## config.mk

```make
export PLATFORM = sky130hd
export DESIGN_NAME = bpm_beat_generator
export DESIGN_NICKNAME = d
export VERILOG_FILES = /design/src/rtl/bpm_pkg.sv /design/src/rtl/bpm_period_divider.sv /design/src/rtl/bpm_beat_generator.sv
export SDC_FILE = /design/constraint.sdc
export NUM_CORES = 1
export LEC_CHECK = 0
export BUFFER_PORTS_ARGS = -buffer_cell sky130_fd_sc_hd__buf_4
export CORE_AREA = 2 2 129 131
export CTS_BUF_LIST = sky130_fd_sc_hd__clkbuf_4
export CTS_CLUSTER_DIAMETER = 200
export DETAILED_ROUTE_END_ITERATION = 12
export DIE_AREA = 0 0 131 133
export HOLD_SLACK_MARGIN = 0.08
export PLACE_DENSITY = 0.8
export REMOVE_ABC_BUFFERS = 1
export SYNTH_ARGS = -nofsm -noshare
export SYNTH_HDL_FRONTEND = slang
export SYNTH_SLANG_ARGS = --single-unit
```

## constraint.sdc

```tcl
create_clock -name clk -period 3.59 [get_ports clk]
set_clock_uncertainty 0.15 [all_clocks]
set_input_delay 0.718 -clock clk [delete_from_list [all_inputs] [get_ports clk]]
set_output_delay 0.718 -clock clk [all_outputs]
set_load 0.05 [all_outputs]
```

## src/rtl/bpm_pkg.sv

```systemverilog
// bpm_pkg: shared state, period type and time constant for the BPM beat generator
package bpm_pkg;
  typedef enum logic [1:0] {IDLE, WAIT_DIV, RUN} state_t;
  typedef logic [31:0] period_t;
  localparam int SEC_PER_MIN = 60;
endpackage

```

## src/rtl/bpm_period_divider.sv

```systemverilog
// bpm_period_divider: 32-step unsigned restoring divider, abortable by synchronous reset
module bpm_period_divider
  import bpm_pkg::*;
(
  input  logic        clk,
  input  logic        reset,
  input  logic        start,
  input  logic [31:0] dividend,
  input  logic [15:0] divisor,
  output logic        busy,
  output logic        done,
  output period_t     quotient
);
  logic [15:0] rem;
  logic [15:0] dsr;
  logic [5:0]  cnt;
  logic [16:0] shifted;
  logic        borrow;
  assign shifted = {rem, quotient[31]};
  assign borrow  = shifted < {1'b0, dsr};
  assign done    = busy && cnt == 6'd0;
  // one quotient bit per cycle; the extra cycle after the last bit hands the result over
  always_ff @(posedge clk)
    if (reset) begin
      busy     <= 1'b0;
      cnt      <= 6'd0;
      rem      <= 16'd0;
      dsr      <= 16'd0;
      quotient <= '0;
    end else if (start && !busy) begin
      busy     <= 1'b1;
      cnt      <= 6'd32;
      rem      <= 16'd0;
      dsr      <= divisor;
      quotient <= dividend;
    end else if (done) begin
      busy <= 1'b0;
    end else if (busy) begin
      rem      <= borrow ? shifted[15:0] : 16'(shifted - {1'b0, dsr});
      quotient <= {quotient[30:0], !borrow};
      cnt      <= cnt - 6'd1;
    end
endmodule

```

## src/rtl/bpm_beat_generator.sv

```systemverilog
// bpm_beat_generator: regenerates a beat/bar tick train from a BPM value; define BEAT_SYNC_EN for sync_pulse phase realignment
module bpm_beat_generator
  import bpm_pkg::*;
#(
  parameter int CLK_HZ        = 50_000_000,
  parameter int MIN_BPM       = 40,
  parameter int MAX_BPM       = 240,
  parameter int BEATS_PER_BAR = 4
) (
  input  logic        clk,
  input  logic        reset,
  input  logic [15:0] bpm_in,
  input  logic        bpm_valid,
  output logic        bpm_ready,
  input  logic        sync_pulse,
  output logic        beat_tick,
  output logic        bar_start,
  output logic [3:0]  beat_in_bar,
  output period_t     period_cycles,
  output logic        running
);
  localparam period_t DIVIDEND = period_t'(64'(SEC_PER_MIN) * 64'(CLK_HZ));
  state_t      state, next_state;
  period_t     cnt, active_period, quotient;
  logic        div_busy, div_done;
  logic        accept, stop, start_div, wrap, tick_now, zero_cnt;
  logic [15:0] bpm_clamped;
  logic [3:0]  bar_next;
  assign bpm_ready   = !div_busy;
  assign accept      = bpm_valid && bpm_ready;
  assign stop        = accept && bpm_in == 16'd0;
  assign start_div   = accept && bpm_in != 16'd0;
  assign bpm_clamped = bpm_in < 16'(MIN_BPM) ? 16'(MIN_BPM) : bpm_in > 16'(MAX_BPM) ? 16'(MAX_BPM) : bpm_in;
  assign running     = state == RUN;
  assign wrap        = cnt == active_period - 32'd1;
  assign bar_next    = beat_in_bar == 4'(BEATS_PER_BAR - 1) ? 4'd0 : beat_in_bar + 4'd1;
`ifdef BEAT_SYNC_EN
  logic sync_hit;
  assign sync_hit = running && sync_pulse;
  assign tick_now = running && (wrap || (sync_hit && cnt >= (active_period >> 3)));
  assign zero_cnt = tick_now || sync_hit;
`else
  logic unused_sync;
  assign unused_sync = sync_pulse;
  assign tick_now    = running && wrap;
  assign zero_cnt    = tick_now;
`endif
  bpm_period_divider u_div (
    .clk      (clk),
    .reset    (reset),
    .start    (start_div),
    .dividend (DIVIDEND),
    .divisor  (bpm_clamped),
    .busy     (div_busy),
    .done     (div_done),
    .quotient (quotient)
  );
  // tempo FSM: a zero BPM stops from any state, a fresh divide result starts the run
  always_comb begin
    next_state = state;
    next_state = stop ? IDLE
               : state == IDLE && start_div ? WAIT_DIV
               : state == WAIT_DIV && div_done ? RUN
               : state;
  end
  // state register
  always_ff @(posedge clk)
    if (reset) state <= IDLE;
    else state <= next_state;
  // period_cycles follows every finished divide, even while ticks run at the old rate
  always_ff @(posedge clk)
    if (reset || stop) period_cycles <= '0;
    else if (div_done) period_cycles <= quotient;
  // phase counter and tick outputs; a new period only takes effect on a tick so beats never glitch
  always_ff @(posedge clk)
    if (reset || stop) begin
      cnt           <= '0;
      active_period <= '0;
      beat_tick     <= 1'b0;
      bar_start     <= 1'b0;
      beat_in_bar   <= 4'd0;
    end else if (state == WAIT_DIV && div_done) begin
      cnt           <= '0;
      active_period <= quotient;
      beat_tick     <= 1'b0;
      bar_start     <= 1'b0;
    end else begin
      beat_tick <= tick_now;
      bar_start <= tick_now && bar_next == 4'd0;
      cnt       <= !running || zero_cnt ? '0 : cnt + 32'd1;
      if (tick_now) begin
        beat_in_bar   <= bar_next;
        active_period <= period_cycles;
      end
    end
endmodule

```

==> results.toml <==
[cells_and_area]
ff_latch_area_um2 = 3503
antenna_cells = 0
final_nets = 1240
area_growth_pct = 14.43
multiInputGateArea_um2 = 5291
drive_above_1_share_pct = 14.96
fillers = 1358
layout_common_cells = "177 x nand2_1, 175 x dfxtp_1, 99 x buf_4"
final_common_cell = "nand2_1"

[clock_tree]
cts-root-buf = "clkbuf_4"
cts_made_buffers = 17
cts_tree = "yes"
clockBufferDepth = 2
clkTransAtPathRegs_ns = 0.16
cts_max_level = 4
cts_hold_buffers = 0
clock_latency_ns = 0.61
cts.sinks = 175

[run]
maxCapViolCount = 0

[timing]
hold_violations = 0
fin_crit_sh_pct = 102.4
fmax_ghz = 0.2722
period_needed_ns = 3.674
timing.final.ws_setup_ns = -0.08438
maxSlewViolCount = 0
setup_violations = 23
tightest_slew_ns = 0.8770
slew_headroom_pct = 41.41
hold_ws_ns = 0.1672

[global_route]
grt_max_degree = 57
grt_pass1_vias = 7477
grt_overflow_total = 0
grt_antenna_before_repair = 0
grt_use_total_pct = 25.37
grt_pass1_wl_um = 35620

[die]
die-area_um2 = 17420
coreArea_um2 = 16170
start_util_pct = 55.81
chipHeight_um = 133
ioPinCount = 60
die_w_um = 131
num_rows = 47

[outcome]
status = "complete, but fails checks"
violations = "negative setup slack"

[hold_path]
holdCritPathClass = "input pin to flop"

[worst_setup_path]
path_cells = "inv_1, ha_1, nor4b_4, buf_12, nand4_1, nor3_2, o21ai_0, a2111oi_0, nor4b_2, nor4bb_4, buf_4, buf_12, nor3b_1, nor3_1"
slowest_delay_ns = 0.40
cp_max_fo = 14
crit_path_frequent_cell = "buf_12"
cp_top_family = "simple AND/OR/NAND/NOR gates"
critical_path_buf_inv_count = 4
crit_slowest_cell = "a2111oi_0"
required_ns = 3.96
crit_path_end_kind = "flop"
path_class = "flop to flop"
critPathArrivalTime_ns = 4.04
worstSetupStartpointType = "flop"

[synth]
ys_ff_latch = 175
syn_area_um2 = 9026
synthArstFlopShare_pct = 0
ys_seq_area_share_pct = 38.81
avgSynthCellArea_um2 = 7.932
ys_types = 68
ys_warn_count = 0
synth_edf_count = 0
synthFlopType = "dfxtp_1"
syn_inst = 1138

[placement]
post-dp-hpwl_um = 15070
port_buffers = 58
gp_congestion = 0.9171
pre_cts_ws_ns = 0.09463

[drt]
drtIter0Drc = 587
firstDrtPassIters = 5
viasPerCell = 5.745
postRouteAntennaNets = 0
wl_per_cell_um = 15.33
vias = 8216
finalWirelength_um = 21920
route.detailed.drc = 0

[pwr]
ir_drop_uv = 310.9
p_leak_nw = 3.901
power.density_nw_per_um2 = 428.7
==> final timing paths <==
check,start,endpoint,slack [ns],cells after the start
min reg2reg,u_div.dsr[9],u_div.dsr[9],0.30,2
min,bpm_in[2],u_div.dsr[2],0.17,3
max reg2reg,active_period[0],active_period[28],-0.08,14
max,active_period[0],active_period[28],-0.08,14
==> metal layers <==
layer	routed length [um]	track usage, %
met1	9393	32.67
met5	0	0
met4	379	8.333
met2	10950	41.97
met3	1197	5.621
==> final cells by class <==
cell class | instances | area share, %
tap | 220 | 2.665
timing repair buffer | 104 | 8.262
clock inverter | 14 | 1.635
sequential | 175 | 33.92
clock buffer | 17 | 1.236
inverter | 29 | 1.054
multi-input combinational | 871 | 51.23
==> timing repair <==
action,in CTS,in global routing
gates resized for setup,0,25
endpoints found under the setup margin,0,70
buffers inserted,0,4
==> report_power, final <==
group | leakage [nW] | total [mW] | internal, mW | switching (mW)
combinational | 2.32 | 1.17 | 0.513 | 0.653
sequential | 1.42 | 2.07 | 2.00 | 0.0641
clock | 0.165 | 1.19 | 0.440 | 0.754
==> worst min-delay path, delay by kind of cell <==
family                 cells  cell delay, ns
buffers and inverters      1            0.09
AO/OA/AOI/OAI              1            0.05
AND/OR/NAND/NOR            1            0.04
==> Yosys cell counts (8+ instances only) <==
master	number	area share (%)
and3_1	13	0.90
nand2_1	177	7.4
dfxtp_1	175	39
o21ai_0	63	3.5
and2_1	8	0.55
inv_1	29	1.2
clkbuf_1	52	2.2
nor2b_1	12	0.83
nand2b_1	9	0.62
xor2_1	35	3.4
nor4_1	14	0.97
nor3b_1	30	2.5
a31oi_1	20	1.4
ha_1	21	2.9
nor3_1	78	4.3
a21oi_1	84	4.7
nand3_1	29	1.6
a211oi_1	9	0.75
xnor2_1	44	4.3
nor2_1	99	4.1
mux2i_1	17	1.9
nand4_1	15	1.0
==> cell families after synthesis <==
group                    share of synthesized area [%]
XOR/XNOR                                         7.666
AO/OA/AOI/OAI                                    13.99
buffers and inverters                            4.325
adder cells (fa/ha/maj)                          3.133
flip-flops                                       38.81
multiplexers                                     2.010
AND/OR/NAND/NOR                                  30.07
==> registers in the layout, indices dropped and copies added (netlist names) <==
register / cells
active_period: 32
bar_start: 1
beat_in_bar: 4
beat_tick: 1
cnt: 32
period_cycles: 32
state: 2
u_div.busy: 1
u_div.cnt: 6
u_div.dsr: 16
u_div.quotient: 32
u_div.rem: 16
==> per-stage QoR <==
step	area (um^2)	utilization, %	setup TNS (ns)	cells	power, mW
final	10330	63.87	-0.9741	1430	4.428
after global routing	10330	63.87	-2.366	1430	4.630
after global placement	9834	60.81	0	1393	3.168
after floorplan	8745	-	-75.97	1075	2.871
after detailed placement	9834	60.81	0	1393	3.193
after CTS	10130	62.65	0	1424	4.367
Power figures use the tool's default switching activity.
